**src/rtl/hazard_detection_unit.sv**
```systemverilog
// Purpose : resolves hazards that forwarding cannot cover (load-use, ID-branch on load),
//           flushes IF/ID on redirect, and freezes the whole pipe during dmem wait states.
// Latency : combinational outputs from the current inputs and the RUN/STALL state; state updates on clk.
// Backpressure: a freeze (EX_MEM_mem_req && !dmem_ready) overrides everything and holds state.
// Ports   : ID opcode/rs1/rs2, EX and MEM load flags and rd, MEM request/ready, redirect in;
//           pipeline-register write enables, flushes and hazard_stall out.
// Option  : define HAZARD_PERF_CNT_EN to add stall_cycles, freeze_cycles and flush_count outputs.
`ifndef REG_ADDR_WIDTH
`define REG_ADDR_WIDTH 5
`endif

module hazard_detection_unit #(
  parameter int REG_ADDR_WIDTH = `REG_ADDR_WIDTH,
  parameter int PERF_CNT_WIDTH = 32
) (
  input  logic                      clk,
  input  logic                      rst_n,
  input  logic [6:0]                IF_ID_inst_opcode,
  input  logic [REG_ADDR_WIDTH-1:0] IF_ID_rs1,
  input  logic [REG_ADDR_WIDTH-1:0] IF_ID_rs2,
  input  logic                      ID_EX_mem_rd_en,
  input  logic [REG_ADDR_WIDTH-1:0] ID_EX_rd,
  input  logic                      EX_MEM_mem_rd_en,
  input  logic [REG_ADDR_WIDTH-1:0] EX_MEM_rd,
  input  logic                      EX_MEM_mem_req,
  input  logic                      dmem_ready,
  input  logic                      redirect,
  output logic                      pc_wr_en,
  output logic                      IF_ID_wr_en,
  output logic                      IF_ID_flush,
  output logic                      ID_EX_wr_en,
  output logic                      ID_EX_flush,
  output logic                      EX_MEM_wr_en,
  output logic                      MEM_WB_flush,
`ifdef HAZARD_PERF_CNT_EN
  output logic [PERF_CNT_WIDTH-1:0] stall_cycles,
  output logic [PERF_CNT_WIDTH-1:0] freeze_cycles,
  output logic [PERF_CNT_WIDTH-1:0] flush_count,
`endif
  output logic                      hazard_stall
);

  localparam logic [0:0] ST_RUN   = 1'b0;
  localparam logic [0:0] ST_STALL = 1'b1;

  localparam logic [6:0] OP_LUI    = 7'b0110111;
  localparam logic [6:0] OP_AUIPC  = 7'b0010111;
  localparam logic [6:0] OP_JAL    = 7'b1101111;
  localparam logic [6:0] OP_JALR   = 7'b1100111;
  localparam logic [6:0] OP_BRANCH = 7'b1100011;
  localparam logic [6:0] OP_STORE  = 7'b0100011;
  localparam logic [6:0] OP_ALU    = 7'b0110011;

  logic [0:0] state_q, state_d;
  logic [1:0] cnt_q, cnt_d;

  logic       uses_rs1, uses_rs2, id_resolved;
  logic       match_ex, match_mem;
  logic [1:0] need_n;
  logic       freeze, stall, redirect_flush;

  // Source-operand usage from the ID opcode.
  always_comb begin
    uses_rs1    = !((IF_ID_inst_opcode == OP_LUI) || (IF_ID_inst_opcode == OP_AUIPC) ||
                    (IF_ID_inst_opcode == OP_JAL));
    uses_rs2    = (IF_ID_inst_opcode == OP_ALU) || (IF_ID_inst_opcode == OP_STORE) ||
                  (IF_ID_inst_opcode == OP_BRANCH);
    id_resolved = (IF_ID_inst_opcode == OP_BRANCH) || (IF_ID_inst_opcode == OP_JALR);
  end

  // Only loads matter: ALU results reach every consumer through forwarding.
  always_comb begin
    match_ex  = ID_EX_mem_rd_en && (ID_EX_rd != '0) &&
                ((uses_rs1 && (IF_ID_rs1 == ID_EX_rd)) || (uses_rs2 && (IF_ID_rs2 == ID_EX_rd)));
    match_mem = EX_MEM_mem_rd_en && (EX_MEM_rd != '0) &&
                ((uses_rs1 && (IF_ID_rs1 == EX_MEM_rd)) || (uses_rs2 && (IF_ID_rs2 == EX_MEM_rd)));
  end

  // Branches/JALR compare in ID, so they need the load data one stage earlier than EX users.
  always_comb begin
    need_n = 2'd0;
    if (id_resolved && match_ex)       need_n = 2'd2;
    else if (id_resolved && match_mem) need_n = 2'd1;
    else if (!id_resolved && match_ex) need_n = 2'd1;
  end

  always_comb begin
    freeze         = EX_MEM_mem_req && !dmem_ready;
    stall          = (state_q == ST_STALL) || (need_n != 2'd0);
    redirect_flush = redirect && !stall && !freeze;
  end

  // A freeze holds state and cnt; STALL runs its remaining cycles without re-evaluating.
  always_comb begin
    state_d = state_q;
    cnt_d   = cnt_q;
    if (!freeze) begin
      if (state_q == ST_STALL) begin
        cnt_d = cnt_q - 2'd1;
        if (cnt_d == 2'd0) state_d = ST_RUN;
      end else if (need_n == 2'd2) begin
        state_d = ST_STALL;
        cnt_d   = 2'd1;
      end
    end
  end

  always_ff @(posedge clk or negedge rst_n) begin
    if (!rst_n) begin
      state_q <= ST_RUN;
      cnt_q   <= 2'd0;
    end else begin
      state_q <= state_d;
      cnt_q   <= cnt_d;
    end
  end

  always_comb begin
    pc_wr_en     = 1'b1;
    IF_ID_wr_en  = 1'b1;
    IF_ID_flush  = 1'b0;
    ID_EX_wr_en  = 1'b1;
    ID_EX_flush  = 1'b0;
    EX_MEM_wr_en = 1'b1;
    MEM_WB_flush = 1'b0;
    hazard_stall = stall || freeze;
    if (!rst_n) begin
      pc_wr_en     = 1'b0;
      IF_ID_wr_en  = 1'b0;
      IF_ID_flush  = 1'b1;
      ID_EX_wr_en  = 1'b0;
      ID_EX_flush  = 1'b1;
      EX_MEM_wr_en = 1'b0;
      MEM_WB_flush = 1'b1;
      hazard_stall = 1'b0;
    end else if (freeze) begin
      pc_wr_en     = 1'b0;
      IF_ID_wr_en  = 1'b0;
      ID_EX_wr_en  = 1'b0;
      EX_MEM_wr_en = 1'b0;
      MEM_WB_flush = 1'b1;
    end else if (stall) begin
      pc_wr_en     = 1'b0;
      IF_ID_wr_en  = 1'b0;
      ID_EX_flush  = 1'b1;
    end else if (redirect_flush) begin
      IF_ID_flush  = 1'b1;
    end
  end

`ifdef HAZARD_PERF_CNT_EN
  logic [PERF_CNT_WIDTH-1:0] stall_cycles_q, stall_cycles_d;
  logic [PERF_CNT_WIDTH-1:0] freeze_cycles_q, freeze_cycles_d;
  logic [PERF_CNT_WIDTH-1:0] flush_count_q, flush_count_d;

  // Saturating counters; a stall cycle hidden behind a freeze is counted as a freeze only.
  always_comb begin
    stall_cycles_d  = stall_cycles_q;
    freeze_cycles_d = freeze_cycles_q;
    flush_count_d   = flush_count_q;
    if (freeze && (freeze_cycles_q != '1))          freeze_cycles_d = freeze_cycles_q + 1'b1;
    if (!freeze && stall && (stall_cycles_q != '1)) stall_cycles_d  = stall_cycles_q + 1'b1;
    if (redirect_flush && (flush_count_q != '1))    flush_count_d   = flush_count_q + 1'b1;
  end

  always_ff @(posedge clk or negedge rst_n) begin
    if (!rst_n) begin
      stall_cycles_q  <= '0;
      freeze_cycles_q <= '0;
      flush_count_q   <= '0;
    end else begin
      stall_cycles_q  <= stall_cycles_d;
      freeze_cycles_q <= freeze_cycles_d;
      flush_count_q   <= flush_count_d;
    end
  end

  assign stall_cycles  = stall_cycles_q;
  assign freeze_cycles = freeze_cycles_q;
  assign flush_count   = flush_count_q;
`endif

endmodule

```
**config.mk**
```make
export PLATFORM = sky130hd
export DESIGN_NAME = hazard_detection_unit
export DESIGN_NICKNAME = d
export VERILOG_FILES = /design/src/rtl/hazard_detection_unit.sv
export SDC_FILE = /design/constraint.sdc
export NUM_CORES = 1
export LEC_CHECK = 0
export CAP_MARGIN = 20
export CORE_MARGIN = 2
export CORE_UTILIZATION = 36
export DETAILED_ROUTE_END_ITERATION = 6
export GPL_TIMING_DRIVEN = 0
export MAX_ROUTING_LAYER = met4
export PLACE_DENSITY = 0.82
export RECOVER_POWER = 50
export SLEW_MARGIN = 20
export SYNTH_ARGS = -nofsm -noshare
export SYNTH_HDL_FRONTEND = slang
export SYNTH_SLANG_ARGS = --single-unit
```
**constraint.sdc**
```tcl
create_clock -name clk -period 5.13 [get_ports clk]
set_input_delay 0.513 -clock clk [delete_from_list [all_inputs] [get_ports clk]]
set_output_delay 0.513 -clock clk [all_outputs]
set_load 0.02 [all_outputs]
```
Word-level counts from Yosys, hierarchy flattened:

Cells that the tools add are included.

* ROM bits: 0
* word-level logic and storage cells: 73
* output and inout bits: 8
* input bits: 34
* latch bits: 0
* flip-flop bits (word level): 3
* memories: 0
* memory bits (writable): 0

* add/sub/neg operators: 1
* shifts and indexed selects: 0
* reductions and logical operators: 34
* equal/unequal tests: 12
* mux-type cells: 23
* $lt $le $gt $ge: 0
* bitwise gates (word level): 1
* div/mod/pow operators: 0
* $mul: 0

Operators with widths (count)
* equality test 7 x 6 -> 1 bit, second input constant: 3
* equality test 7 bit, second input constant: 3
* equality test 5 bit: 4
* two-way mux 1 bit: 20
* logical AND 1 bit: 14
* nonzero test 5 bit: 2
* logical OR 1 bit: 9
* equality test 7 x 5 -> 1 bit, second input constant: 1
* two-way mux 2 bit: 3
* zero test 1 bit: 5
* nonzero test 2 bit: 2
* equality test 2 bit, second input constant: 1
* zero test 2 bit: 1
* AND reduction 2 bit: 1
* subtractor 2 x 1 -> 2 bit, second input constant: 1
* NOT 1 bit: 1

Logic depth before layout (Yosys ltp):

Gate-level depths: netlist (run 1).

* depth in word-level cells: 20
* gate-level depth with buffers: 6
* mapped depth without buffers: 5

Worst setup path before layout (run 1):

No wires, ideal clock.

* path type: input to output
* start point: input port EX_MEM_rd[0]
* end point: output port pc_wr_en
* slack: 2.274 ns
* arrival: 2.343 ns
* data required time: 4.617 ns
* buffers on the path: 1
* stages on the path: 6
* cell sequence: or4_1 > nor2_2 > nor4_1 > a311o_1 > nor3_1 > buf_4

* longest elaborated chain between the ends: 12
* elaborated cells between the ends (all ways): 16
* those cells by class: eq/ne: 2; mux: 5; reduce/logical: 9

Ends and longest elaborated chain
* start: declaration: line 24 `input logic [REG_ADDR_WIDTH-1:0] EX_MEM_rd,`
* equality test 5 bit: line 76 `((uses_rs1 && (IF_ID_rs1 == EX_MEM_rd)) || (uses_rs2 && (IF_ID_rs2 == EX_MEM_rd)));`
* logical AND 1 bit: line 76
* logical OR 1 bit: line 76
* logical AND 1 bit (*): line 75 `match_mem = EX_MEM_mem_rd_en && (EX_MEM_rd != '0) &&`
* logical AND 1 bit (*): line 83 `else if (id_resolved && match_mem) need_n = 2'd1;`
* two-way mux 1 bit (*): line 83
* two-way mux 2 bit (*): line 82 `if (id_resolved && match_ex) need_n = 2'd2;`
* nonzero test 2 bit (*): line 89 `stall = (state_q == ST_STALL) || (need_n != 2'd0);`
* logical OR 1 bit (*): line 89
* two-way mux 1 bit (*) (3 in series)
* end: declaration: line 28 `output logic pc_wr_en,`

Every way passes the cells marked *; elsewhere a longest branch is shown, timed or not.

Final worst setup path (run 1):

* start point: input port ID_EX_rd[1]
* end point: output port pc_wr_en

* longest elaborated chain between the ends: 13
* elaborated cells between the ends (all ways): 18
* those cells by class: eq/ne: 2; mux: 6; reduce/logical: 10

Ends and longest elaborated chain
* start: declaration: line 22 `input logic [REG_ADDR_WIDTH-1:0] ID_EX_rd,`
* equality test 5 bit: line 74 `((uses_rs1 && (IF_ID_rs1 == ID_EX_rd)) || (uses_rs2 && (IF_ID_rs2 == ID_EX_rd)));`
* logical AND 1 bit: line 74
* logical OR 1 bit: line 74
* logical AND 1 bit (*): line 73 `match_ex = ID_EX_mem_rd_en && (ID_EX_rd != '0) &&`
* logical AND 1 bit: line 84 `else if (!id_resolved && match_ex) need_n = 2'd1;`
* two-way mux 1 bit: line 84
* two-way mux 1 bit: line 83
* two-way mux 2 bit (*): line 82
* nonzero test 2 bit (*): line 89
* logical OR 1 bit (*): line 89
* two-way mux 1 bit (*): line 142 `end else if (stall) begin`
* two-way mux 1 bit (*): line 136 `end else if (freeze) begin`
* two-way mux 1 bit (*): line 127 `if (!rst_n) begin`

Marked as above.

==> Implementation_results.wiki, run 1 <==
{| class="wikitable"
! Metric !! Value
|-
| Netlist cell types || 29
|-
| Clock input transition at the sequential cells of the worst setup and hold paths || 30 ps
|-
| Gate count of the mapped netlist || 76
|-
| # H-tree levels || 1
|-
| Top Ports || between 40 and 50
|-
| Layout overhead on the synthesized area || 80.0%
|-
| PD cells || roughly 140 nW/um^2
|-
| Floorplan Core Area || between 1000 and 1500 sq um
|-
| Utilization after layout || 69.0%
|-
| Hold Path Class || register to register
|-
| Post-Synthesis Cell Area || 571 sq um
|-
| LEAKAGE || just under 0.0004 uW
|-
| Setup Fix Bufs, Post-CTS || 0
|-
| Width of the chip || ~44 um
|-
| Path type of the worst setup path || primary input to output pin
|-
| Fraction of post-synthesis cell area in the top cell type by area || 23.0%
|-
| Max-cap violations || 0
|-
| Number of DRC markers in iteration 0 || 14
|-
| CP startpoint kind || primary input
|-
| DRC errors left || 0
|-
| Die area || around 1900 sq um
|-
| Effective utilization at floorplan || 38.3%
|-
| Share of layout cells above drive strength 1 || 5.79%
|-
| Max Transition Viols Final || 0
|-
| Placed cell count || 133
|-
| Element type at the critical path end || output pin
|-
| Global-route wire length before repair || 3050 um
|-
| Global Route Usage Sum || between 20% and 30%
|-
| Total of warnings raised by yosys || 0
|-
| CTS buffer count || 3
|-
| Row Count || 14
|-
| Chip height || 43.8 um
|-
| Fraction of the yosys area taken by sequential cells || 13.2%
|-
| Flip-flop and latch area || ~75 sq um
|-
| Quantity of gates resized following cts || 0
|-
| Slew headroom || 75.5%
|-
| Sum of net half-perimeters after detailed placement || roughly 1500 um
|-
| Filler cells || 138
|-
| Final std cells w/o fill || ~140
|-
| Run status || finished clean
|-
| Buffer and inverter count on the worst path || 3
|-
| Post-Syn Area per Cell || 7.51 sq um
|-
| Clock tree root driver cell || sky130_fd_sc_hd__clkbuf_4
|-
| Sum of overflow across all layers after global routing || 0
|-
| VDD IR-drop max || just over 0.07 mV
|-
| Clock tree from TritonCTS || done
|-
| Vias per Instance || 5.53
|-
| Worst path required time || 4620 ps
|-
| Time the worst path needs with I/O delays and setup || 3810 ps
|-
| Setup TNS || 0 ps
|-
| FMAX || 263 MHz
|-
| Yosys reg bits || 3
|-
| Worst Path Max Fanout || 4
|-
| Final setup violation count || 0
|-
| Antenna diodes || 0
|-
| RSZ-0062 raised after global routing || no
|-
| Final hold violation count || 0
|-
| Dominant cells by area after synthesis || sky130_fd_sc_hd__xnor2_1 (23%), sky130_fd_sc_hd__dfrtp_1 (13%), sky130_fd_sc_hd__xor2_1 (7.7%)
|-
| Via count of the first global-routing pass || around 790
|-
| Total via count after detailed routing || 757
|-
| Largest net degree at the start of global routing || 9
|-
| Clock latency of the later-clocked register in the worst-skew pair || 240 ps
|-
| Period utilization || roughly three quarters
|-
| Cell taking the most area after synthesis || sky130_fd_sc_hd__xnor2_1
|-
| Placer congestion estimate || 0.829
|-
| Actual slew at the worst max-slew pin || ~360 ps
|-
| DRT antenna net count || 0
|-
| Max stage delay cell, worst path || sky130_fd_sc_hd__dlygate4sd3_1
|-
| Number of nets in the finished design || 157
|-
| Post-Route WL || 1760 um
|-
| Gate family responsible for the most delay along the worst path || buffers and inverters
|-
| Maximum clock insertion buffer count || 2
|-
| Final clock skew || around 2.1 ps
|-
| Antenna violations before repair || 0
|-
| Total area of multi-input combinational cells || 462 sq um
|-
| Syn_nets || 111
|-
| Detailed Routing Iterations Pass 1 || 6
|-
| Number of hold buffers added after cts || 0
|-
| Cells traversed along the worst timing path || dlygate4sd3_1, or4_1, o21ai_0, nor4_1, or2_1, nor3_1, buf_4, clkdlybuf4s50_1
|-
| TritonCTS sink count || 3
|-
| Data arrival, critical path || 3290 ps
|-
| Slowest stage delay, CP || between 500 and 600 ps
|-
| Number of input and output port buffers inserted || 41
|-
| Post-DR wirelength/cell || 12.8 um
|}
==> power breakdown <==
group	leakage (uW)	switching [uW]	internal (uW)
clock network	0.0000150	13.0	29.2
registers	0.0000367	0.579	24.4
logic	0.000333	30.6	44.1
total	0.000384	44.2	97.7
==> synth_stat cells <==
master	count
sky130_fd_sc_hd__xnor2_1	15
sky130_fd_sc_hd__xor2_1	5
sky130_fd_sc_hd__nor2b_1	1
sky130_fd_sc_hd__nand4b_1	1
sky130_fd_sc_hd__inv_1	5
sky130_fd_sc_hd__buf_4	2
sky130_fd_sc_hd__nand2b_1	1
sky130_fd_sc_hd__dfrtp_1	3
sky130_fd_sc_hd__nor2_2	1
sky130_fd_sc_hd__a31o_1	1
sky130_fd_sc_hd__nand3_1	6
sky130_fd_sc_hd__or2_1	1
sky130_fd_sc_hd__o21ai_1	1
sky130_fd_sc_hd__nand4_1	3
sky130_fd_sc_hd__o21ai_0	2
sky130_fd_sc_hd__nand2_1	6
sky130_fd_sc_hd__o31ai_1	1
sky130_fd_sc_hd__or4_1	2
sky130_fd_sc_hd__ha_1	1
sky130_fd_sc_hd__o31ai_2	1
sky130_fd_sc_hd__and4b_1	1
sky130_fd_sc_hd__o2111ai_1	1
sky130_fd_sc_hd__or3b_1	1
sky130_fd_sc_hd__nor2_1	3
sky130_fd_sc_hd__nor3_1	2
sky130_fd_sc_hd__a21oi_1	3
sky130_fd_sc_hd__a311o_1	1
sky130_fd_sc_hd__nor4_1	3
sky130_fd_sc_hd__o31a_1	2
==> sequential cells by signal (all words and copies together) (netlist names) <==
name	cells
cnt_q	2
state_q	1
==> cell usage in the layout, fill, tap and decap left out, types with 2 or more instances in the layout <==
| cell type | count |
|---|---|
| sky130_fd_sc_hd__nor2_1 | 3 |
| sky130_fd_sc_hd__nor4_1 | 3 |
| sky130_fd_sc_hd__inv_1 | 5 |
| sky130_fd_sc_hd__dfrtp_1 | 3 |
| sky130_fd_sc_hd__o21ai_0 | 3 |
| sky130_fd_sc_hd__clkdlybuf4s50_1 | 38 |
| sky130_fd_sc_hd__nand3_1 | 6 |
| sky130_fd_sc_hd__xnor2_1 | 15 |
| sky130_fd_sc_hd__clkbuf_4 | 3 |
| sky130_fd_sc_hd__dlygate4sd3_1 | 3 |
| sky130_fd_sc_hd__nand4_1 | 3 |
| sky130_fd_sc_hd__nor3_1 | 2 |
| sky130_fd_sc_hd__o31a_1 | 2 |
| sky130_fd_sc_hd__a21oi_1 | 3 |
| sky130_fd_sc_hd__xor2_1 | 5 |
| sky130_fd_sc_hd__or4_1 | 2 |
| sky130_fd_sc_hd__buf_4 | 2 |
| sky130_fd_sc_hd__nand2_1 | 6 |
==> cell type report <==
cell class	count	area share, %
Clock buffer	4	2.56
Buffer	2	1.46
Multi-Input combinational cell	66	44.9
Inverter	5	1.83
Sequential cell	3	7.31
Tap cell	16	1.95
Timing Repair Buffer	41	40.0
==> final timing paths <==
| check | startpoint | end | slack, ps | cells after the start |
|---|---|---|---|---|
| max in group asynchronous | rst_n | cnt_q[1] | 4280 | 1 |
| hold / removal | cnt_q[1] | cnt_q[1] | 500 | 1 |
| hold reg to reg | cnt_q[1] | cnt_q[1] | 500 | 1 |
| min in group asynchronous | rst_n | state_q | 610 | 1 |
| setup / recovery | ID_EX_rd[1] | pc_wr_en | 1320 | 8 |
| setup reg to reg | cnt_q[0] | cnt_q[1] | 3960 | 4 |
==> metrics by stage <==
stage / setup WS (ps) / area [sq um] / total power (uW) / hold WS, ps
2_1_floorplan: 2270 / 571 / 55.7 / 217
3_3_place_gp: 1540 / 1000 / 98.5 / 485
3_5_place_dp: 1530 / 1000 / 100 / 495
4_1_cts: 1510 / 1030 / 144 / 502
5_1_grt: 1230 / 1030 / 152 / 542
6_report: 1320 / 1030 / 142 / 503
==> kinds of logic after synthesis <==
kind of cell    synth area share, %
fa+ha+maj                      2.19
xor+xnor                       30.7
compound gates                 16.7
simple gates                   31.4
buf+inv                        5.92
flops                          13.2
==> layer usage <==
layer | GRT usage [%] | up-vias | routed length [um]
met5 | - | - | 0
met4 | 12.7 | 0 | 73
met3 | 1.67 | 12 | 109
met2 | 40.9 | 47 | 935
met1 | 20.5 | 335 | 637
li1 | - | 363 | -
(Power assumes the default switching activity.)
==> run 2: changes to the inputs <==
--- a/config.mk
+++ b/config.mk
@@ -7,11 +7,11 @@
 export LEC_CHECK = 0
 export CAP_MARGIN = 20
 export CORE_MARGIN = 2
-export CORE_UTILIZATION = 36
+export CORE_UTILIZATION = 30
 export DETAILED_ROUTE_END_ITERATION = 6
 export GPL_TIMING_DRIVEN = 0
 export MAX_ROUTING_LAYER = met4
-export PLACE_DENSITY = 0.82
+export PLACE_DENSITY = 0.73
 export RECOVER_POWER = 50
 export SLEW_MARGIN = 20
 export SYNTH_ARGS = -nofsm -noshare
==> constraint.sdc (replaced) <==
create_clock -name clk -period 3.3 [get_ports clk]
set_input_delay 0.33 -clock clk [delete_from_list [all_inputs] [get_ports clk]]
set_output_delay 0.33 -clock clk [all_outputs]
set_load 0.02 [all_outputs]
==> Implementation_results.wiki, run 2 (synthesized netlist as in run 1, its figures left out) <==
{| class="wikitable"
! Metric !! Value
|-
| RSZ-0062 raised after global routing || no
|-
| Run status || finished clean
|-
| Top Ports || 42
|-
| Detailed Routing Iterations Pass 1 || 3
|-
| Sum of overflow across all layers after global routing || 0
|-
| Total Power || 220 uW
|-
| Setup slack on the worst flop-to-flop path || 2160 ps
|-
| Post-DR wirelength/cell || 11.6 um
|-
| Die area || about 2300 sq um
|-
| Number of hold buffers added after cts || 0
|-
| Cell area after placement || 1010 sq um
|-
| Max Transition Viols Final || 0
|-
| Clock tree root driver cell || sky130_fd_sc_hd__clkbuf_4
|-
| Clock tree from TritonCTS || done
|-
| Number of input and output port buffers inserted || 41
|-
| Row Count || 15
|-
| Register ranked first by flip-flop count || cnt_q
|-
| Setup TNS || 0 ps
|-
| Share of layout cells above drive strength 1 || approximately 6.6%
|-
| Least setup slack across all paths after layout || 166 ps
|-
| Worst path required time || 2970 ps
|-
| Routed length on met3 || 97 um
|-
| Setup Fix Bufs, Post-CTS || 0
|-
| Slowest stage delay, CP || approximately 630 ps
|-
| Path type of the worst setup path || primary input to output pin
|-
| VDD IR-drop max || 0.0960 mV
|-
| Quantity of gates resized following cts || 0
|-
| # H-tree levels || 1
|-
| Post-Place Worst Slack || 46.7 ps
|-
| Placer congestion estimate || 0.763
|-
| PD cells || 210 nW/um^2
|-
| Sum of net half-perimeters after detailed placement || approximately 1500 um
|-
| Max reg flops || 2
|-
| Largest net degree at the start of global routing || 9
|-
| LEAKAGE || just under 0.0004 uW
|-
| Data arrival, critical path || about 2800 ps
|-
| Worst reg2reg path endpoint || cnt_q[1]
|-
| Worst setup path start || EX_MEM_rd[0]
|-
| Number of nets in the finished design || 157
|-
| Floorplan Core Area || 1760 sq um
|-
| Layout overhead on the synthesized area || 83.3%
|-
| Post-Route WL || 1690 um
|-
| Antenna violations before repair || 0
|-
| DRT antenna net count || 0
|-
| Via count of the first global-routing pass || 700
|-
| Finished layout cell area || 1050 sq um
|-
| TritonCTS sink count || 3
|-
| Cells traversed along the worst timing path || clkdlybuf4s50_1, or4_1, nor2_2, nor4_1, a311o_1, o31ai_2, clkdlybuf4s50_1
|-
| Max-cap violations || 0
|-
| Final setup violation count || 0
|-
| Number of DRC markers in iteration 0 || 11
|-
| Critical path capture point || IF_ID_flush
|-
| Max stage delay cell, worst path || sky130_fd_sc_hd__clkdlybuf4s50_1
|-
| Commonest non-fill, non-tap cell in the layout || sky130_fd_sc_hd__clkdlybuf4s50_1
|-
| Commonest cells after routing, fill and taps aside || sky130_fd_sc_hd__clkdlybuf4s50_1 (38), sky130_fd_sc_hd__xnor2_1 (15), sky130_fd_sc_hd__nand2_1 (6), sky130_fd_sc_hd__nand3_1 (6)
|-
| Actual slew at the worst max-slew pin || between 300 and 400 ps
|-
| Hold Path Class || primary input to asynchronous set/reset pin
|-
| Antenna diodes || 0
|-
| Final hold violation count || 0
|-
| Worst flop-to-flop path startpoint || cnt_q[0]
|-
| Worst Path Max Fanout || 4
|-
| Period utilization || around 95%
|-
| Maximum clock insertion buffer count || 2
|-
| Highest signal layer in the routed design || met4
|-
| Routed wl met2 || 876 um
|-
| Crit path top cell by count || sky130_fd_sc_hd__clkdlybuf4s50_1
|-
| Register-to-Register Path Depth || 4
|-
| Registers with the most flip-flops || cnt_q: 2 flops, state_q: 1 flops
|-
| Effective utilization at floorplan || 32.3%
|-
| DRC errors left || 0
|-
| Time the worst path needs with I/O delays and setup || 3130 ps
|-
| Global-route wire length before repair || 2670 um
|-
| Vias per Instance || 4.95
|-
| CTS buffer count || 3
|-
| Clock latency of the later-clocked register in the worst-skew pair || 240 ps
|-
| Width of the chip || about 48 um
|-
| CP startpoint kind || primary input
|-
| Slew headroom || 77.7%
|-
| Global Route Usage Sum || 17.0%
|-
| Final clock skew || roughly 6.3 ps
|-
| Element type at the critical path end || output pin
|-
| Chip height || between 40 and 50 um
|-
| Total via count after detailed routing || 723
|-
| Sum of routed wire segments on met1 || 673 um
|-
| Clock input transition at the sequential cells of the worst setup and hold paths || 40 ps
|-
| FMAX || 319 MHz
|}
[run 2: power breakdown]
part / internal, uW / switching, uW
registers: 37.9 / 0.856
clock network: 45.4 / 20.1
logic: 68.9 / 46.6
[run 2: worst max-delay path: cells and delay by family]
family                 cells  cell delay [ps]
and+or+nand+nor            3              750
AOI/OAI and AO/OA          2              620
buffers and inverters      2             1110
[run 2: worst min-delay path by stage]
stage             start        to  slack [ps]
2_1_floorplan     rst_n  cnt_q[0]          30
3_3_place_gp   cnt_q[1]  cnt_q[1]         480
3_5_place_dp   cnt_q[1]  cnt_q[1]         520
4_1_cts           rst_n  cnt_q[1]         350
5_1_grt           rst_n  cnt_q[1]         440
6_report          rst_n  cnt_q[1]         430
[run 2: routing by layer]
metal  vias to the layer above  GRT usage [%]
met2                        30           31.9
li1                        365              -
met1                       322           17.1
met4                         0           11.4
met3                         6              0
met5                         -              -
[run 2: stage by stage]
step	cells	utilization [%]	hold WS (ps)
final	146	59.3	429
after global routing	146	59.3	444
after CTS	146	58.9	353
after detailed placement	142	57.4	520
after global placement	142	57.4	483
after floorplan	76	-	34.4
[run 2: cell type report]
cell class | count | area, sq um
fillers | 173 | 718
multi-input cells | 66 | 467
repair buffers | 41 | 413
flip-flops and latches | 3 | 75.1
well taps | 25 | 31.3
clock buffers | 4 | 26.3
inverters | 5 | 18.8
plain buffers | 2 | 15.0
